`config.mk`:
```
export PLATFORM = sky130hd
export DESIGN_NAME = regfile_bist
export DESIGN_NICKNAME = d
export VERILOG_FILES = /design/src/rtl/regfile_bist_pkg.sv /design/src/rtl/regfile_bist_pattern.sv /design/src/rtl/regfile_bist.sv
export SDC_FILE = /design/constraint.sdc
export NUM_CORES = 1
export LEC_CHECK = 0
export CORE_MARGIN = 2
export CORE_UTILIZATION = 40
export DETAILED_ROUTE_END_ITERATION = 6
export PLACE_DENSITY = 0.74
export SLEW_MARGIN = 20
export SYNTH_ARGS = -nofsm -noshare
export SYNTH_HDL_FRONTEND = slang
export SYNTH_HIERARCHICAL = 1
export SYNTH_SLANG_ARGS = --single-unit
```
`constraint.sdc`:
```
create_clock -name Clk -period 11.9 [get_ports Clk]
set_input_delay 1.19 -clock Clk [delete_from_list [all_inputs] [get_ports Clk]]
set_output_delay 1.19 -clock Clk [all_outputs]
set_load 0.02 [all_outputs]
```
`src/rtl/regfile_bist_pkg.sv`:
```
// Shared types and data-pattern helpers for the register-file BIST sequencer.
package regfile_bist_pkg;

  typedef enum logic [1:0] {IDLE, WR, RD, DONE} state_t;

  localparam logic [31:0] DEF_PATTERN = 32'hA5C30F96;

  // Base pattern (inverted on pass 1) with the address spread into every byte.
  function automatic logic [31:0] pat_word(input logic [4:0] a, input logic k,
                                           input logic [31:0] pattern);
    return (k ? ~pattern : pattern) ^ {4{3'b000, a}};
  endfunction

  function automatic logic [31:0] exp_word(input logic [4:0] a, input logic k,
                                           input logic check_zero,
                                           input logic [31:0] pattern);
    if (check_zero && a == 5'd0) return '0;
    return pat_word(a, k, pattern);
  endfunction

endpackage

```
`src/rtl/regfile_bist_pattern.sv`:
```
// Combinational data word for address a on pass k, optionally inverted.
module regfile_bist_pattern
  import regfile_bist_pkg::*;
#(
  parameter logic [31:0] PATTERN = DEF_PATTERN
) (
  input  logic [4:0]  a,
  input  logic        k,
  input  logic        inv,
  output logic [31:0] data
);

  assign data = pat_word(a, k, PATTERN) ^ {32{inv}};

endmodule

```
`src/rtl/regfile_bist.sv`:
```
// BIST initiator for a 32x32 2R1W register file: two write/read passes with
// inverted data, a decoy write during reads, and first-failure capture.
module regfile_bist
  import regfile_bist_pkg::*;
#(
  parameter logic [31:0] PATTERN    = DEF_PATTERN,
  parameter bit          CHECK_ZERO = 1'b1
) (
  input  logic        Clk,
  input  logic        Reset_n,
  input  logic        Start,
  output logic        Busy,
  output logic        Done,
  output logic        Passed,
  output logic [4:0]  FailAddr,
  output logic        FailPort,
  output logic        FailPass,
  output logic [31:0] WriteData,
  output logic [4:0]  WriteRegister,
  output logic        RegWrite,
  output logic [4:0]  ReadRegister1,
  output logic [4:0]  ReadRegister2,
  input  logic [31:0] ReadData1,
  input  logic [31:0] ReadData2
);

  state_t      state, state_n;
  logic [4:0]  a, a_n;
  logic        k, k_n;
  logic        last, accept, fail1, fail2, inv_n, busy_n;
  logic [31:0] wr_word, pat2, exp1, exp2;

  assign last   = (a == 5'd31);
  assign accept = (state == IDLE || state == DONE) && Start;

  // Port 2 walks the addresses in reverse, so its register is ~a.
  assign exp1  = exp_word(a, k, CHECK_ZERO, PATTERN);
  assign exp2  = (CHECK_ZERO && last) ? 32'h0 : pat2;
  assign fail1 = (state == RD) && (ReadData1 != exp1);
  assign fail2 = (state == RD) && (ReadData2 != exp2);

  always_comb begin
    state_n = state;
    a_n     = a;
    k_n     = k;
    unique case (state)
      IDLE, DONE: if (Start) begin
        state_n = WR;
        a_n     = 5'd0;
        k_n     = 1'b0;
      end
      WR: begin
        a_n = a + 5'd1;
        if (last) state_n = RD;
      end
      RD: begin
        a_n = a + 5'd1;
        if (fail1 || fail2) state_n = DONE;
        else if (last) begin
          state_n = k ? DONE : WR;
          k_n     = 1'b1;
        end
      end
      default: state_n = IDLE;
    endcase
  end

  assign busy_n = (state_n == WR) || (state_n == RD);
  assign inv_n  = (state_n == RD);

  // Outputs are registered, so the write word is built from the next address.
  regfile_bist_pattern #(.PATTERN(PATTERN)) u_wr_pat (
    .a(a_n), .k(k_n), .inv(inv_n), .data(wr_word)
  );

  regfile_bist_pattern #(.PATTERN(PATTERN)) u_rd2_pat (
    .a(~a), .k(k), .inv(1'b0), .data(pat2)
  );

  always_ff @(posedge Clk) begin
    if (!Reset_n) begin
      state         <= IDLE;
      a             <= 5'd0;
      k             <= 1'b0;
      Busy          <= 1'b0;
      Done          <= 1'b0;
      Passed        <= 1'b0;
      FailAddr      <= 5'd0;
      FailPort      <= 1'b0;
      FailPass      <= 1'b0;
      WriteData     <= 32'h0;
      WriteRegister <= 5'd0;
      RegWrite      <= 1'b0;
      ReadRegister1 <= 5'd0;
      ReadRegister2 <= 5'd0;
    end else begin
      state <= state_n;
      a     <= a_n;
      k     <= k_n;
      Busy  <= busy_n;
      Done  <= (state_n == DONE);

      // Port 1 takes priority when both ports miss on the same cycle.
      if (accept) begin
        Passed   <= 1'b0;
        FailAddr <= 5'd0;
        FailPort <= 1'b0;
        FailPass <= 1'b0;
      end else if (fail1) begin
        Passed   <= 1'b0;
        FailAddr <= a;
        FailPort <= 1'b0;
        FailPass <= k;
      end else if (fail2) begin
        Passed   <= 1'b0;
        FailAddr <= ~a;
        FailPort <= 1'b1;
        FailPass <= k;
      end else if (state == RD && last && k) begin
        Passed <= 1'b1;
      end

      // In RD the write port carries the inverted decoy with RegWrite low.
      RegWrite      <= (state_n == WR);
      WriteRegister <= busy_n ? a_n : 5'd0;
      WriteData     <= busy_n ? wr_word : 32'h0;
      ReadRegister1 <= inv_n ? a_n : 5'd0;
      ReadRegister2 <= inv_n ? ~a_n : 5'd0;
    end
  end

endmodule

```
==> metrics.md, run 1 <==
| Metric | Value |
|---|---|
| Period utilization | `0.478` |
| Delay-heaviest family, CP | `simple AND/OR/NAND/NOR gates` |
| FF+latch count, synth | `66` |
| H-tree depth | `3` |
| Total global routing overflow | `0` |
| Clock skew | `approximately 4 ps` |
| Yosys Warn Count | `6` |
| Max Fanout on Critical Path | `31` |
| Clock Pin Slew Worst Setup and Hold Paths | `50 ps` |
| Cts hold-fix bufs | `0` |
| Pin count of the biggest net entering global routing | `46` |
| Setup TNS | `0 ps` |
| CP dominant cell by count | `ha_1` |
| Slew @ Worst Pin | `1030 ps` |
| Library cells used by synthesis | `67` |
| CP required | `around 12000 ps` |
| Crit-path slowest cell | `ha_1` |
| Final Hold Viols | `0` |
| CP startpoint kind | `flip-flop` |
| Max-cap violations | `0` |
| Port bufs | `124` |
| Final core utilization | `0.525` |
| Minimum clock period | `5690 ps` |
| # diodes | `0` |
| Root buf cell | `clkbuf_16` |
| Synth Area per Inst | `8.81 µm²` |
| Via-to-Cell Ratio | `around 5.4` |
| Vias in the first global route | `3861` |
| Most frequent cells in the layout | `clkdlybuf4s50_1 (124), dfxtp_1 (65), nor2_1 (45)` |
| Area grow syn2layout | `28.1%` |
| Pleak | `around 2.2 nW` |
| Fill count | `1082` |
| Chip Height | `approximately 110 µm` |
| Fmax | `0.176 GHz` |
| Layout net count | `674` |
| Outcome | `completed` |
| Initial antenna violation count | `0` |
| Latest clock arrival within the worst-skew pair | `320 ps` |
| Clock sink total | `66` |
| Post-CTS Resized | `0` |
| Hold/Removal Path Class | `flip-flop to flip-flop` |
| Drt initial violations | `310` |
| Total GRT Usage | `0.183` |
| Count of final max-slew check failures | `0` |
| Worst Path Class, Setup | `flip-flop to flip-flop` |
| Clock Path Buffers | `2` |
| FFs w/ async S/R, synth | `0` |
| Rel. slew slack | `0.316` |
| Register area share after synthesis | `0.282` |
| Worst EP arrival | `5900 ps` |
| Vias | `4046` |
| Setup violators final | `0` |
| Syn Std Cell Area | `4680 µm²` |
| Die W | `112 µm` |
| Wire per inst | `15.4 µm` |
| Most used DFF post-synth | `dfxtp_1` |
| DRC violations left | `0` |
| Worst path buffer plus inverter count | `1` |
| Synthesized instance count | `531` |
| Fraction of layout cells with a size suffix above 1 | `0.0646` |
| Post-CTS setup buffers | `0` |
| Unrepaired setup endpoints after global routing | `false` |
| Row count | `39` |
| First-pass GRT wire length | `between 15 and 20 mm` |
| Detailed placement HPWL | `around 8.3 mm` |
| Max IR drop VDD | `around 80 µV` |
| Number of buffers created by CTS | `9` |
| Die ar. | `approximately 13000 µm²` |
| GP Congestion | `between 0.8 and 0.9` |
| Io pins | `125` |
| EDFF count, synth | `0` |
| Critical Path Sink Type | `flip-flop` |
| Antenna viol nets, final | `0` |
| CTS tree | `done` |
| Slowest stage delay, CP | `830 ps` |
| 1st-pass router iterations | `5` |
| Initial core utilization | `0.410` |
| Routed wire length | `11.5 mm` |
| Core Region | `about 11000 µm²` |
| Crit path cell chain | `ha_1 -> and3_1 -> ha_1 -> inv_1 -> or3_1 -> o41ai_1 -> nand4_1 -> or4_1 -> or3_1 -> o21ai_0 -> ha_1 -> xor3_4 -> and2_1` |
| Most common cell after layout, fill and taps aside | `clkdlybuf4s50_1` |
| PD cells | `116 nW/µm²` |
==> layout make-up <==
class,count,area [µm²],area share
multi-input cells,375,2840,0.473
flip-flops and latches,66,1320,0.221
clock inverters,5,77.6,0.0129
well taps,143,179,0.0298
repair buffers,126,1260,0.210
inverters,21,78.8,0.0131
clock buffers,11,243,0.0405
==> sequential cells by signal, indices dropped and copies added (netlist names) <==
name / flops
WriteData: 32
RegWrite: 1
Passed: 1
FailPass: 1
Done: 1
ReadRegister1: 5
WriteRegister: 5
k: 1
FailAddr: 5
FailPort: 1
Busy: 1
state: 2
a: 5
ReadRegister2: 5
==> stage by stage <==
stage / total power [W] / instances / instance area, µm² / setup WS [ps] / hold slack, ps
3_5_place_dp: 0.000421 / 731 / 5660 / 6260 / 462
4_1_cts: 0.000699 / 747 / 5980 / 6220 / 475
6_report: 0.000694 / 747 / 5990 / 6210 / 478
2_1_floorplan: 0.000359 / 533 / 4690 / 7490 / 533
5_1_grt: 0.000727 / 747 / 5990 / 5720 / 498
3_3_place_gp: 0.000418 / 731 / 5660 / 6420 / 455
==> final timing paths <==
check	startpoint	to	slack, ps	depth (start not counted)
hold / removal	FailPass	FailPass	480	2
setup / recovery	a[0]	WriteData[25]	6210	13
setup reg to reg	a[0]	WriteData[25]	6210	13
hold reg to reg	FailPass	FailPass	480	2
==> layer usage <==
| layer | vias up | track usage | routed length (µm) |
|---|---|---|---|
| met1 | 1932 | 0.239 | 5300 |
| met2 | 111 | 0.312 | 5550 |
| met3 | 8 | 0.0410 | 573 |
| met4 | 0 | 0.0358 | 95 |
| met5 | - | 0 | 0 |
| li1 | 1995 | - | - |
==> tightest hold or removal path, cell delays in order, from the launching register on <==
cell and delay [ps]:
dfxtp_1 310, nand2_1 60, mux2i_1 60
==> report_power, final <==
part,switching [W],internal (W),leakage [nW]
Combinational,0.0000854,0.0000878,1.56
Sequential,0.00000767,0.000236,0.537
Clock,0.0000889,0.000188,0.156
Total,0.000182,0.000512,2.25
==> cells by family (layout without fill, tap and decap cells) <==
| kind of cell | count (synthesis) | count (layout) | synth area share |
|---|---|---|---|
| simple gates | 212 | 212 | 0.265 |
| compound gates | 103 | 103 | 0.156 |
| buf+inv | 92 | 163 | 0.116 |
| flops | 66 | 66 | 0.282 |
| xor+xnor | 46 | 46 | 0.151 |
| fa+ha+maj | 8 | 8 | 0.0214 |
| mux | 3 | 3 | 0.00668 |
| other cells | 1 | 3 | 0.000801 |
==> cell usage after synthesis, drive strengths merged, types with 11 or more instances <==
master   n  area (µm²)
a31oi   13        81.3
and2    41         257
buf     53         398
clkbuf  18        67.6
dfxtp   66        1320
inv     21        78.8
nand2   27         101
nor2    45         169
nor4bb  12         120
o21ai   19        95.1
o32ai   11        96.3
xnor2   20         175
Note: power is estimated with default switching activity, not from simulation.
==> run 2, diff against run 1 <==
- clock period: 11.9 -> 5.5 ns (I/O delays scaled with it)
==> metrics.md, run 2 (same netlist as run 1, synthesis figures left out) <==
| Metric | Value |
|---|---|
| Outcome | `completed` |
| PD cells | `242 nW/µm² (+110%)` |
| Rel. slew slack | `0.531 (+0.216)` |
| Number of buffers created by CTS | `9 (unchanged)` |
| Placed insts | `737 (+0.82%)` |
| Hold/Removal Path Class | `flip-flop to flip-flop` |
| Critical Path Sink Type | `flip-flop` |
| Clock power frac | `0.374 (-0.025)` |
| Slew @ Worst Pin | `703 ps (-324 ps)` |
| Psw | `0.000389 W (+110%)` |
| Max IR drop VDD | `155 µV (+94%)` |
| Detailed placement HPWL | `8.66 mm (+3.8%)` |
| CTS tree | `done` |
| Row count | `39 (unchanged)` |
| Final Hold Viols | `0 (unchanged)` |
| Crit path cell chain | `ha_1 -> and3_1 -> ha_1 -> buf_4 -> o31ai_1 -> a311oi_1 -> nand4_1 -> or4_1 -> or3_1 -> o21ai_0 -> ha_1 -> xor3_4 -> and2_1` |
| Setup TNS | `0 ps (unchanged)` |
| Chip Height | `112 µm (unchanged)` |
| Worst Path Class, Setup | `flip-flop to flip-flop` |
| Comb power frac | `0.267 (+0.017)` |
| Total global routing overflow | `0 (unchanged)` |
| Hold endpoint | `FailPass` |
| GP Congestion | `0.842 (-2.2%)` |
| Total GRT Usage | `0.187 (+0.00432)` |
| R2r setup slk | `610 ps (-5590 ps)` |
| DRC violations left | `0 (unchanged)` |
| # diodes | `0 (unchanged)` |
| Clock sink total | `66 (unchanged)` |
| Hold_ws | `467 ps (-11.2 ps)` |
| Core Region | `11400 µm² (unchanged)` |
| Layout net count | `680 (+0.89%)` |
| Most common cell after layout, fill and taps aside | `clkdlybuf4s50_1` |
| Pin count of the biggest net entering global routing | `35 (-24%)` |
| Post-CTS Resized | `0 (unchanged)` |
| Unrepaired setup endpoints after global routing | `false` |
| Latest clock arrival within the worst-skew pair | `320 ps (about the same)` |
| Minimum clock period | `4890 ps (-806 ps)` |
| Largest register by flop count | `WriteData` |
| RR Startpoint | `a[1]` |
| Met2 wire len | `5.87 mm (+5.7%)` |
| 1st-pass router iterations | `7 (+2)` |
| FF-to-FF End | `WriteData[0]` |
| Drt initial violations | `296 (-4.5%)` |
| Max Fanout on Critical Path | `30 (-3.2%)` |
| Count of final max-slew check failures | `0 (unchanged)` |
| Initial core utilization | `0.410 (unchanged)` |
| Pleak | `2.27 nW (+0.78%)` |
| Hold path start | `FailPass` |
| Slowest stage delay, CP | `730 ps (-100 ps)` |
| CP required | `5710 ps (-6400 ps)` |
| Max reg flops | `32 (unchanged)` |
| Most frequent cells in the layout | `clkdlybuf4s50_1 (124), dfxtp_1 (64), nor2_1 (45)` |
| Met3 Wirelength | `669 µm (+17%)` |
| Max-cap violations | `0 (unchanged)` |
| Vias | `4031 (-0.37%)` |
| Port bufs | `124 (unchanged)` |
| Clock skew | `5.16 ps (+1.14 ps)` |
| Placed Area | `5700 µm² (+0.80%)` |
| First-pass GRT wire length | `19.3 mm (+1.6%)` |
| Hold path cells | `2 (unchanged)` |
| Wl on met1 | `5.13 mm (-3.1%)` |
| Setup violators final | `0 (unchanged)` |
| Fraction of layout cells with a size suffix above 1 | `0.0722 (+0.00768)` |
| Cells on worst reg2reg path | `13 (unchanged)` |
| Switching share of power | `0.268 (+0.00576)` |
| Final core utilization | `0.526 (+0.00109)` |
| CP startpoint kind | `flip-flop` |
| Fmax | `0.205 GHz (+16%)` |
| Post-CTS setup buffers | `0 (unchanged)` |
| Clock Path Buffers | `2 (unchanged)` |
| Die W | `112 µm (unchanged)` |
| Sequential share of power | `0.359 (+0.008)` |
| Antenna viol nets, final | `0 (unchanged)` |
| Final Cell Area | `6010 µm² (+0.21%)` |
| Wire per inst | `15.8 µm (+2.2%)` |
| Root buf cell | `clkbuf_16` |
| Clock Pin Slew Worst Setup and Hold Paths | `50 ps (about the same)` |
| CP dominant cell by count | `ha_1` |
| Crit-path slowest cell | `or4_1` |
| Vias in the first global route | `3992 (+3.4%)` |
| Io pins | `125 (unchanged)` |
| Worst EP arrival | `5100 ps (-800 ps)` |
| Routed wire length | `11.9 mm (+2.9%)` |
| Max Used Layer | `met4` |
| Die ar. | `12600 µm² (unchanged)` |
| Internal Power | `0.00106 W (+110%)` |
| Initial antenna violation count | `0 (unchanged)` |
| H-tree depth | `3 (unchanged)` |
| Area grow syn2layout | `28.3%` |
| Via-to-Cell Ratio | `5.36 (-1.0%)` |
| Cts hold-fix bufs | `0 (unchanged)` |
| Period utilization | `0.889 (+0.410)` |
| Final non-filler cell total | `752 (+0.67%)` |
[run 2: cell types whose count changed in the layout (fill, tap and decap cells not counted), sizes merged]
cell      delta
buf          +6
clkbuf       +1
clkinvlp     -1
bufinv       -1
[run 2: worst max-delay path by stage]
stage / from / endpoint / slack [ps]
2_1_floorplan: a[0] / WriteData[27] / 1090
3_3_place_gp: a[2] / WriteData[25] / 450
6_report: a[1] / WriteData[0] / 610
4_1_cts: a[2] / WriteData[0] / 310
5_1_grt: a[2] / WriteData[0] / 290
3_5_place_dp: a[2] / WriteData[0] / 340
[run 2: power groups by stage]
stage                     Combinational [W]  Sequential, W  Clock [W]
after floorplan                    0.000212       0.000565          0
after detailed placement           0.000386       0.000531          0
after CTS                          0.000389       0.000522   0.000550
final                              0.000388       0.000521   0.000543
after global placement             0.000377       0.000531          0
after global routing               0.000422       0.000524   0.000573
[run 2: area by class of cell]
class	count	area (µm²)
multi-input cells	375	2840
flip-flops and latches	66	1320
clock inverters	3	40.0
repair buffers	132	1300
fillers	1030	5410
well taps	143	179
clock buffers	12	246
inverters	21	78.8
[run 2: worst max-delay path: cells and delay by family (launching register included)]
family                     cells  cell delay [ps]
xor gates and xnor gates       1              590
adders and majority gates      3             1000
and+or+nand+nor                5             1660
buffers and inverters          1              300
AOI/OAI and AO/OA              3              640
DFF                            1              580
[run 2: per-stage QoR]
stage,worst slack (ps),power [W]
final,612,0.00145
after floorplan,1090,0.000777
after detailed placement,345,0.000917
after global placement,446,0.000907
after CTS,310,0.00146
after global routing,289,0.00152
[run 2: per-layer routing]
layer	GRT usage	vias to the layer above
met5	0	-
met4	0.0634	0
met3	0.0454	21
met2	0.322	126
met1	0.229	1872
li1	-	2012
